<file path="config.mk">
export PLATFORM = sky130hd
export DESIGN_NAME = sdram_apb_csr
export DESIGN_NICKNAME = d
export VERILOG_FILES = /design/src/rtl/sdram_apb_csr.sv
export SDC_FILE = /design/constraint.sdc
export NUM_CORES = 1
export LEC_CHECK = 0
export CAP_MARGIN = 20
export CORE_MARGIN = 3
export CORE_UTILIZATION = 43
export DETAILED_ROUTE_END_ITERATION = 8
export PLACE_DENSITY = 0.8
export SLEW_MARGIN = 15
export SYNTH_ARGS = -nofsm -noshare
export SYNTH_HDL_FRONTEND = slang
export SYNTH_SLANG_ARGS = --single-unit
export TNS_END_PERCENT = 1
</file>
<file path="constraint.sdc">
create_clock -name PCLK -period 2.1 [get_ports PCLK]
set_input_delay 0.42 -clock PCLK [delete_from_list [all_inputs] [get_ports PCLK]]
set_output_delay 0.42 -clock PCLK [all_outputs]
set_load 0.01 [all_outputs]
</file>
<file path="src/rtl/sdram_apb_csr.sv">
// rtl/sdram_apb_csr.sv - APB4 completer for the SDRAM controller CSRs
//
// Registers: CTRL 0x0, TIME 0x4, TREF 0x8, STATUS 0xC (read-only).
// Every accepted CSR write toggles cfg_req_o and holds the transfer with
// PREADY=0 until the HCLK side returns the toggle on cfg_ack_i, or until
// ACK_TIMEOUT cycles pass (error completion, new value kept).
// A power-up delay counter gates init_start_o, a single-cycle pulse issued
// once CTRL.EN is set; clearing EN re-arms it.
//
// Ports:
//   PRESETn, PCLK        async active-low reset, rising-edge clock
//   PSEL..PWDATA         APB4 request (PPROT ignored)
//   PRDATA/PREADY/PSLVERR APB4 response, all registered
//   csr_ctrl_o/time/tref register contents for the core
//   cfg_req_o/cfg_ack_i  toggle handshake towards the HCLK domain
//   init_start_o         start SDRAM init sequence
//   init_done_i          init complete from HCLK domain (2FF-synced)
module sdram_apb_csr #(
    parameter int          PADDR_SIZE   = 4,
    parameter int          PDATA_SIZE   = 32,
    parameter int          INIT_DLY_CNT = 2500,
    parameter logic [31:0] TIME_RST     = 32'h0000_0000,
    parameter logic [31:0] TREF_RST     = 32'h0000_0000,
    parameter int          ACK_TIMEOUT  = 16
) (
    input  logic                    PRESETn,
    input  logic                    PCLK,
    input  logic                    PSEL,
    input  logic                    PENABLE,
    input  logic [PADDR_SIZE-1:0]   PADDR,
    input  logic                    PWRITE,
    input  logic [PDATA_SIZE/8-1:0] PSTRB,
    input  logic [2:0]              PPROT,
    input  logic [PDATA_SIZE-1:0]   PWDATA,
    output logic [PDATA_SIZE-1:0]   PRDATA,
    output logic                    PREADY,
    output logic                    PSLVERR,
    output logic [31:0]             csr_ctrl_o,
    output logic [31:0]             csr_time_o,
    output logic [31:0]             csr_tref_o,
    output logic                    cfg_req_o,
    input  logic                    cfg_ack_i,
    output logic                    init_start_o,
    input  logic                    init_done_i
);

    localparam logic [31:0] CTRL_MASK = 32'h00FF_1FFF;
    localparam int DW = (INIT_DLY_CNT > 1) ? $clog2(INIT_DLY_CNT) : 1;
    localparam int TW = $clog2(ACK_TIMEOUT + 1);

    typedef enum logic [1:0] {IDLE, ACCESS, WAIT_ACK} state_t;

    state_t        state;
    logic [31:0]   ctrl_q, time_q, tref_q;
    logic [1:0]    ack_sync, done_sync;
    logic [DW-1:0] dly_cnt;
    logic [TW-1:0] tmo_cnt;
    logic          started;
    logic          dly_done;
    logic          addr_err, is_status;
    logic [31:0]   rd_mux;
    logic          unused;

    assign unused    = ^PPROT;
    assign dly_done  = (dly_cnt == DW'(INIT_DLY_CNT - 1));
    assign addr_err  = (PADDR[1:0] != 2'b00);
    assign is_status = (PADDR[3:2] == 2'd3);

    assign csr_ctrl_o = ctrl_q;
    assign csr_time_o = time_q;
    assign csr_tref_o = tref_q;

    function automatic logic [31:0] merge(input logic [31:0] old,
                                          input logic [31:0] wd,
                                          input logic [3:0]  strb);
        logic [31:0] res;
        res = old;
        for (int i = 0; i < 4; i++) begin
            if (strb[i]) res[8*i +: 8] = wd[8*i +: 8];
        end
        return res;
    endfunction

    always_comb begin
        rd_mux = 32'h0;
        case (PADDR[3:2])
            2'd0:    rd_mux = ctrl_q;
            2'd1:    rd_mux = time_q;
            2'd2:    rd_mux = tref_q;
            default: rd_mux = {29'b0, (state != IDLE), dly_done, done_sync[1]};
        endcase
    end

    // Cross-domain inputs; only the second stage is used.
    always_ff @(posedge PCLK or negedge PRESETn) begin
        if (!PRESETn) begin
            ack_sync  <= 2'b00;
            done_sync <= 2'b00;
        end else begin
            ack_sync  <= {ack_sync[0], cfg_ack_i};
            done_sync <= {done_sync[0], init_done_i};
        end
    end

    always_ff @(posedge PCLK or negedge PRESETn) begin
        if (!PRESETn) begin
            state     <= IDLE;
            PRDATA    <= '0;
            PREADY    <= 1'b1;
            PSLVERR   <= 1'b0;
            ctrl_q    <= 32'h0;
            time_q    <= TIME_RST;
            tref_q    <= TREF_RST;
            cfg_req_o <= 1'b0;
            tmo_cnt   <= '0;
        end else begin
            case (state)
                IDLE: begin
                    PRDATA  <= '0;
                    PREADY  <= 1'b1;
                    PSLVERR <= 1'b0;
                    // Decode happens on the setup edge so the response is
                    // already registered in the first access cycle.
                    if (PSEL && !PENABLE) begin
                        state <= ACCESS;
                        if (addr_err || (PWRITE && is_status)) begin
                            PSLVERR <= 1'b1;
                        end else if (!PWRITE) begin
                            PRDATA <= rd_mux;
                        end else if (|PSTRB) begin
                            case (PADDR[3:2])
                                2'd0:    ctrl_q <= merge(ctrl_q, PWDATA, PSTRB) & CTRL_MASK;
                                2'd1:    time_q <= merge(time_q, PWDATA, PSTRB);
                                default: tref_q <= merge(tref_q, PWDATA, PSTRB);
                            endcase
                            cfg_req_o <= ~cfg_req_o;
                            PREADY    <= 1'b0;
                            tmo_cnt   <= '0;
                            state     <= WAIT_ACK;
                        end
                    end
                end
                ACCESS: begin
                    state   <= IDLE;
                    PRDATA  <= '0;
                    PREADY  <= 1'b1;
                    PSLVERR <= 1'b0;
                end
                WAIT_ACK: begin
                    if (!PSEL) begin
                        // Master abandoned the transfer; the register write stays.
                        state  <= IDLE;
                        PREADY <= 1'b1;
                    end else if (ack_sync[1] == cfg_req_o) begin
                        PREADY <= 1'b1;
                        state  <= ACCESS;
                    end else if (tmo_cnt == TW'(ACK_TIMEOUT - 1)) begin
                        PREADY  <= 1'b1;
                        PSLVERR <= 1'b1;
                        state   <= ACCESS;
                    end else begin
                        tmo_cnt <= tmo_cnt + 1'b1;
                    end
                end
                default: state <= IDLE;
            endcase
        end
    end

    // Power-up delay and init start; started follows EN so that an
    // EN 0->1 sequence re-runs the init.
    always_ff @(posedge PCLK or negedge PRESETn) begin
        if (!PRESETn) begin
            dly_cnt      <= '0;
            started      <= 1'b0;
            init_start_o <= 1'b0;
        end else begin
            if (!dly_done) dly_cnt <= dly_cnt + 1'b1;
            init_start_o <= 1'b0;
            if (!ctrl_q[0]) begin
                started <= 1'b0;
            end else if (dly_done && !started) begin
                init_start_o <= 1'b1;
                started      <= 1'b1;
            end
        end
    end

endmodule

</file>
== Word-level counts from Yosys, hierarchy flattened ==
Cells that the tools add are included.
Storage, ports and cells
  input port bits: 50
  register bits after elaboration: 145
  output and inout bits: 132
  logic and storage cells: 114
Cells by class
  bitwise logic cells: 3
  equal/unequal tests: 18
  reduce and logical (&&, ||, !) cells: 31
  add/subtract/negate cells: 2
  muxes and demuxes: 38
Operators by type and width (count)
  $mux 32: 3
  $pmux 32 s3: 1
  $reduce_and 7->1: 11
  $pmux 32 s2: 1
  $mux 5: 7
  $ne 2x2->1 const B: 8
  $mux 1: 15
  $mux 2: 7
  $add 12x1->12 const B: 1
  $eq 12x12->1 const B: 1
  $pmux 5 s2: 1
  $reduce_and 8->1: 1
  $reduce_bool 2->1: 4
  $eq 2x2->1 const B: 3
  $pmux 1 s3: 2
  $add 5x1->5 const B: 1
  $eq 5x4->1 const B: 1
  $reduce_and 5->1: 1
  $eq 2x1->1 const B: 2
  $logic_not 2->1: 2
  $ne 4x4->1 const B: 1
  $pmux 2 s2: 1
  $reduce_and 2->1: 2
  $reduce_and 4->1: 1
  9 further kinds: 14

== Logic depth before layout (Yosys ltp) ==
Gate-level depths: netlist of the first run.
  depth after elaboration: 6
  gate-level depth with buffers: 8
  depth with buffers taken out: 7

== Least setup slack after synthesis of the first run ==
Ideal clock, no wire load.
  kind: reg2reg
  start point: reg state[1]
  end point: reg tref_q[28] (netlist: csr_tref_o[28])
  cell stages (with the launch flop): 8
  data arrival time: 2.110 ns
  setup time: 0.128 ns
  buffers on the path: 1
  required time: 1.972 ns
  clock period less this slack: 2.237 ns
  slack: -0.137 ns
  cells stage by stage: dfrtp_1 inv_1 ha_1 buf_4 or3b_4 nor4_4 nand2_4 mux2_1
Between the ends
  cells in the longest elaborated chain, start to end: 2
RTL lines
  start, declared: RTL line 53  | state_t state;
  start signal, assigned: RTL line 107  | state <= IDLE;
  start signal, assigned: RTL line 125  | state <= ACCESS;
  start signal, assigned: RTL line 139  | state <= WAIT_ACK;
  $logic_not 2->1: RTL line 117  | case (state)
  $reduce_and 7->1 (no line)
  end signal, assigned: RTL line 134  | default: tref_q <= merge(tref_q, PWDATA, PSTRB);
  end, declared: RTL line 54  | logic [31:0] ctrl_q, time_q, tref_q;
No other way between the ends.
A chain may end at the register's enable or synchronous reset.

== Worst setup path after layout of the first run ==
  start point: reg state[1]
  end point: reg tref_q[13] (netlist: csr_tref_o[13])
Same word-level chain as after synthesis.

==> results.json, run 1 <==
{
  "rows": 44,
  "ios": 182,
  "ys_seq_elements": 145,
  "worstPathArrival_ns": 2.37,
  "crit_slowest_cell": "or3b_4",
  "clk_pin_slew_ns": 0.06,
  "crit_path_end_kind": "flop",
  "setup_slack_ns": 0.0356,
  "ys_seq_area_share_pct": 56.4,
  "start_util_pct": 44.1,
  "synthCells": 512,
  "synthesis.area_mm2": 0.00644,
  "fin_area_mm2": 0.00935,
  "gr-usage-all-layers_pct": 22.2,
  "dr.pass1.iters": 4,
  "dp_hpwl_mm": 12.8,
  "crit_chain": "inv_2 -> ha_4 -> or3b_4 -> nor4_4 -> buf_4 -> nand2_4 -> mux2_2",
  "cts_buffers": 17,
  "grt_start_max_net_pins": 48,
  "core_area_mm2": 0.0146,
  "fin_tns_setup_ns": 0,
  "via_per_inst": 5.38,
  "gp_congestion": 0.821,
  "yosysUniqueCellTypes": 55,
  "period_share_pct": 98.3,
  "ys.warnings.count": 0,
  "drive_gt1_share_pct": 26.2,
  "critPathLaunchType": "flop",
  "slew_headroom_pct": 40.5,
  "antenna_found_initial": 1,
  "vias": 4958,
  "cp_num_buf_inv": 2,
  "synth_edf_count": 0,
  "first_iter_violations": 323,
  "outcome": "finished, final reports clean",
  "crit_path_max_incr_delay_ns": 0.42,
  "die_width_um": 128,
  "final_antenna_net_count": 0,
  "die_area_mm2": 0.0165,
  "place_inst": 889,
  "hold_viol_final": 0,
  "rsz0062_at_grt": "yes",
  "path_delay_family": "simple AND/OR/NAND/NOR gates",
  "whs_ns": 0.346,
  "grt_overflow_total": 0,
  "ys.flop_type": "dfrtp_1",
  "root_buffer": "clkbuf_16",
  "clk_path_buf_depth": 2,
  "final_nets": 783,
  "setup_violations": 0,
  "h-tree-depth": 4,
  "routedWlPerCell_um": 19.6,
  "die_y_um": 128,
  "clk_latency_ns": 0.42,
  "p_leak_nw": 4.28,
  "crit_type": "reg2reg",
  "grt_pass1_wl_mm": 28.4,
  "cts_tree": "done",
  "drv_cap": 0,
  "async_reset_ff_share_pct": 100,
  "hold_class": "reg2reg",
  "worstPathRequired_ns": 2.40,
  "fmax_mhz": 484,
  "synthesis.area_per_instance_um2": 12.6,
  "worst_pin_slew_ns": 0.889,
  "post-route-drc-count": 0,
  "port_buffers": 167,
  "powerDensity_mw_per_mm2": 812,
  "final_util_pct": 64.1,
  "drt-total-wl_mm": 18.0,
  "n_antenna_cell": 0,
  "vdd.ir_drop.worst_v": 0.000601,
  "crit_path_max_fanout": 8,
  "clock_skew_ns": 0.00740,
  "dp_slack_ns": -0.430,
  "syn2layout_area_growth_pct": 45.3,
  "grt_pass1_vias": 5385,
  "power.total_mw": 7.59,
  "dpl-instance-area_mm2": 0.00868,
  "clkSinkCount": 145,
  "slew_violations": 0,
  "layout.cells.non_filler": 922,
  "finalWorstPathRequiredPeriod_ns": 2.06
}
## worst register-to-register path: cells and delay by family (launching register included)
family	cells	cell delay, ns
and+or+nand+nor	3	0.83
muxes	1	0.30
buffers and inverters	2	0.29
adders and majority gates	1	0.15
DFF	1	0.39
## power by group
part	total [mW]	leakage, nW	internal, mW	switching [mW]
clock	3.02	0.286	1.89	1.13
sequential	3.15	1.98	2.99	0.167
combinational	1.42	2.02	0.719	0.700
total	7.59	4.28	5.60	2.00
## Yosys cell counts (all sizes together) (3+ instances only)
cell type  count  area, µm²
a21oi          8       40.0
a22o          20        175
a22oi         11       82.6
and3           7       43.8
buf           14        100
clkbuf        19       71.3
dfrtp        144       3600
ha             7       87.6
inv            6       22.5
mux2          87        980
mux2i         19        190
nand2         55        236
nand2b         3       18.8
nand3         12       60.1
nand4          5       31.3
nor2           8       30.0
nor3           3       20.0
nor4           5       58.8
o21ai         34        170
xnor2         10       87.6
## final timing paths
check	from	to	slack, ns	cells past startpoint
max in group asynchronous	PRESETn	PRDATA[26]	0.97	3
worst max-delay path	state[1]	csr_tref_o[13]	0.04	7
worst min register to register	done_sync[0]	done_sync[1]	0.35	0
worst max register to register	state[1]	csr_tref_o[13]	0.04	7
worst min-delay path	done_sync[0]	done_sync[1]	0.35	0
min in group asynchronous	PRESETn	tmo_cnt[0]	0.50	2
## layer usage
| layer | vias up | GRT usage [%] | part of all wire (%) |
|---|---|---|---|
| met5 | - | 0 | 0.072 |
| met4 | 2 | 9.36 | 2.3 |
| met3 | 35 | 7.06 | 6.2 |
| met2 | 165 | 37.9 | 53 |
| met1 | 2494 | 25.9 | 39 |
| li1 | 2262 | - | - |
## flip-flops by register name, summed over array words and instances (netlist names)
signal	cells
state	2
init_start_o	1
cfg_req_o	1
PRDATA	32
csr_tref_o	32
PSLVERR	1
csr_ctrl_o	21
csr_time_o	32
done_sync	2
started	1
tmo_cnt	5
ack_sync	2
dly_cnt	12
PREADY	1
## logic make-up (layout without fill, tap and decap cells)
logic type,Yosys count,count (layout),synth area share (%)
other,1,11,0.0583
flip-flops,145,145,56.4
buffers and inverters,39,255,3.01
multiplexers,107,107,18.5
AO/OA/AOI/OAI,87,87,9.06
adder cells (fa/ha/maj),7,7,1.36
XOR/XNOR,12,12,1.63
AND/OR/NAND/NOR,114,114,9.97
## area by class of cell
cell class / instances / area, µm²
Fill cell: 1074 / 5240
Timing Repair Buffer: 218 / 2150
Tap cell: 184 / 230
Multi-Input combinational cell: 338 / 2720
Inverter: 6 / 22.5
Clock buffer: 22 / 494
Sequential cell: 145 / 3630
Clock inverter: 9 / 105
## cell usage in the layout, fill, tap and decap left out, types with 5 or more instances in the layout
| master | n |
|---|---|
| and3_1 | 7 |
| a21oi_1 | 7 |
| nand2_1 | 48 |
| a22oi_1 | 11 |
| o21ai_0 | 33 |
| dfrtp_1 | 144 |
| nand3_1 | 12 |
| mux2_2 | 84 |
| conb_1 | 11 |
| ha_1 | 6 |
| clkbuf_8 | 5 |
| nand4_1 | 5 |
| clkdlybuf4s50_1 | 165 |
| a22o_1 | 20 |
| buf_12 | 8 |
| buf_4 | 42 |
| clkbuf_16 | 17 |
| nor2_1 | 7 |
| xnor2_1 | 10 |
| mux2i_1 | 19 |
## timing repair
item	in CTS	in global routing
setup endpoints to repair	37	55
hold endpoints to repair	43	0
setup buffers	0	1
hold buffers	1	0
pin swaps	2	2
gates resized for setup	4	11
Note: power is estimated with default switching activity, not from simulation.
==> run 2: changes to the inputs <==
ABC_AREA = 1   (was not set)
CORE_UTILIZATION = 44   (was 43)
PLACE_DENSITY = 0.81   (was 0.8)
==> run 2 against run 1 <==
  * Cell area increased by 2.2%
  * First-iteration DRC count increased by 30%
  * Count of clock-buffer cells in the layout decreased by 2
  * Total power increased by 5.0%
  * Register-to-register slack improved by 0.12 ns
  * Synthesized area increased by 4.6%
  * Hold slack improved by 0.00053 ns
  * Clock skew increased by 0.0069 ns
  * Maximum frequency increased by 6.4%
  * Utilization increased by 0.70 points
  * Critical path depth unchanged
  * Routed wire length increased by 11%
  * Critical endpoint is now csr_tref_o[5]
==> results.json, run 2 <==
{
  "reg2reg_slack_ns": 0.16,
  "yosysUniqueCellTypes": 30,
  "ys_seq_elements": 145,
  "cts_hold_buf": 1,
  "critPathLaunchType": "flop",
  "p_leak_nw": 4.82,
  "ys_seq_area_share_pct": 53.9,
  "rows": 44,
  "yosys.area.top_type": "dfrtp_1",
  "synth_most_common_cell": "nand2_1",
  "drv_cap": 0,
  "outcome": "finished, final reports clean",
  "crit_path_end_kind": "flop",
  "rr_startpoint": "state[1]",
  "n_antenna_cell": 0,
  "clkSinkCount": 145,
  "most-common-layout-cells": "nand2_1 (365), clkdlybuf4s50_1 (166), dfrtp_1 (144), nand3_1 (64), o21ai_0 (60)",
  "worstPathArrival_ns": 2.25,
  "gp_congestion": 0.852,
  "crit_path_start": "state[1]",
  "crit_path_max_fanout": 9,
  "final_nets": 1087,
  "die_area_mm2": 0.0168,
  "post_cts_buffers": 0,
  "wl_met3_mm": 1.43,
  "hold_class": "reg2reg",
  "antenna_found_initial": 0,
  "ys_top_cells_by_area": "dfrtp_1 (53%), nand2_1 (20%), nand3_1 (4.8%)",
  "first_iter_violations": 421,
  "whs_ns": 0.347,
  "setup_violations": 0,
  "h-tree-depth": 4,
  "hold_viol_final": 0,
  "routedWlPerCell_um": 16.3,
  "start_util_pct": 45.7,
  "grt_pass1_wl_mm": 32.4,
  "grt_start_max_net_pins": 49,
  "ys.warnings.count": 0,
  "final_util_pct": 64.8,
  "vias": 6358,
  "via_per_inst": 5.18,
  "final_common_cell": "nand2_1",
  "die_width_um": 130,
  "synthCells": 823,
  "cts_tree": "done",
  "drt-met1-wl_mm": 8.54,
  "synth_edf_count": 0,
  "clock_skew_ns": 0.0143,
  "syn2layout_area_growth_pct": 42.0,
  "clk_path_buf_depth": 2,
  "met2_wirelength_mm": 9.68,
  "period_share_pct": 92.4,
  "clk_latency_ns": 0.43,
  "port_buffers": 167,
  "cts_buffers": 17,
  "post-route-drc-count": 0,
  "slew_violations": 0,
  "yosysTopAreaCellShare_pct": 53.5,
  "fill_cells": 1220,
  "core_area_mm2": 0.0148,
  "vdd.ir_drop.worst_v": 0.000713,
  "rsz0062_at_grt": "no",
  "root_buffer": "clkbuf_16",
  "drive_gt1_share_pct": 10.1,
  "drt-total-wl_mm": 20.0,
  "dpl-instance-area_mm2": 0.00895,
  "ios": 182,
  "fin_tns_setup_ns": 0,
  "ys.flop_type": "dfrtp_1",
  "hold_start": "done_sync[0]",
  "powerDensity_mw_per_mm2": 834,
  "timing.rr.end": "csr_tref_o[5]",
  "routed.top_layer": "met4",
  "grt_overflow_total": 0,
  "fmax_mhz": 515,
  "synthesis.area_per_instance_um2": 8.19,
  "gr-usage-all-layers_pct": 24.7,
  "dr.pass1.iters": 5,
  "cts_resized": 0,
  "reg2reg_depth": 7,
  "grt_pass1_vias": 6325,
  "crit_type": "reg2reg",
  "clk_pin_slew_ns": 0.06,
  "finalWorstPathRequiredPeriod_ns": 1.94,
  "final_antenna_net_count": 0,
  "async_reset_ff_share_pct": 100,
  "dp_hpwl_mm": 14.1,
  "synthesis.area_mm2": 0.00674,
  "worstPathRequired_ns": 2.41,
  "die_y_um": 130,
  "synthTopCellsByCount": "nand2_1 (365), dfrtp_1 (144), nand3_1 (64), o21ai_0 (60), inv_1 (36)",
  "fin_area_mm2": 0.00956,
  "crit_end": "csr_tref_o[5]"
}
-- run 2: changes by cell type after synthesis, moves of 9 or more --
cell      delta
nand3_1     +52
xnor2_1      -9
inv_1       +30
a22o_1      -12
nand2_1    +314
buf_2       +11
nor2_1      +22
o21ai_0     +26
clkbuf_1    -10
mux2_2      -84
a21oi_1      +9
a22oi_1     -11
mux2i_1     -19
o21ai_1     +13
-- run 2: logic make-up (layout without fill, tap and decap cells) --
logic type | after synthesis | after routing | synth area share, %
AOI/OAI and AO/OA | 99 | 99 | 7.84
xor gates and xnor gates | 9 | 9 | 1.17
adders and majority gates | 7 | 7 | 1.30
buffers and inverters | 76 | 286 | 5.22
DFF | 145 | 145 | 53.9
other | 1 | 11 | 0.0557
and+or+nand+nor | 486 | 486 | 30.5
-- run 2: per-layer routing --
layer | track usage, % | up-vias
met4 | 8.86 | 0
met1 | 31.8 | 3073
met2 | 40.3 | 231
met3 | 6.92 | 33
met5 | 0 | -
li1 | - | 3021
-- run 2: critical path, stage by stage (launching register included) --
cell and delay [ns]:
dfrtp_1 0.41, inv_1 0.09, ha_1 0.40, nand2_1 0.19, nor2_4 0.24, nand2_1 0.26, nand2_1 0.15, nand2_1 0.08
-- run 2: report_power, final --
part           switching (mW)  internal [mW]
Combinational           0.935          0.743
Sequential              0.197           3.01
Clock                    1.25           1.84
Total                    2.38           5.60
-- run 2: area by class of cell --
type                    count  area, µm²  share of cell area, %
flip-flops and latches    145       3630                   38.0
clock buffers              20        457                   4.78
inverters                  40        150                   1.57
clock inverters            12        150                   1.57
well taps                 184        230                   2.41
multi-input cells         612       2810                   29.3
repair buffers            214       2140                   22.4
-- run 2: how the worst min path moves through the flow --
stage          slack [ns]      endpoint  depth (start not counted)
6_report             0.35  done_sync[1]                          0
3_5_place_dp         0.30    PRDATA[18]                          1
2_1_floorplan        0.12     PRDATA[0]                          0
3_3_place_gp         0.30     PRDATA[3]                          1
5_1_grt              0.37   ack_sync[1]                          0
4_1_cts              0.35  done_sync[1]                          0
-- run 2: metrics by stage --
| step | cells | setup slack, ns | total power, mW |
|---|---|---|---|
| after floorplan | 833 | 0.388 | 3.94 |
| after global placement | 1194 | -0.0488 | 4.89 |
| after detailed placement | 1194 | -0.0818 | 4.93 |
| after CTS | 1227 | 0.157 | 8.02 |
| after global routing | 1227 | 0.00105 | 8.32 |
| final | 1227 | 0.159 | 7.98 |
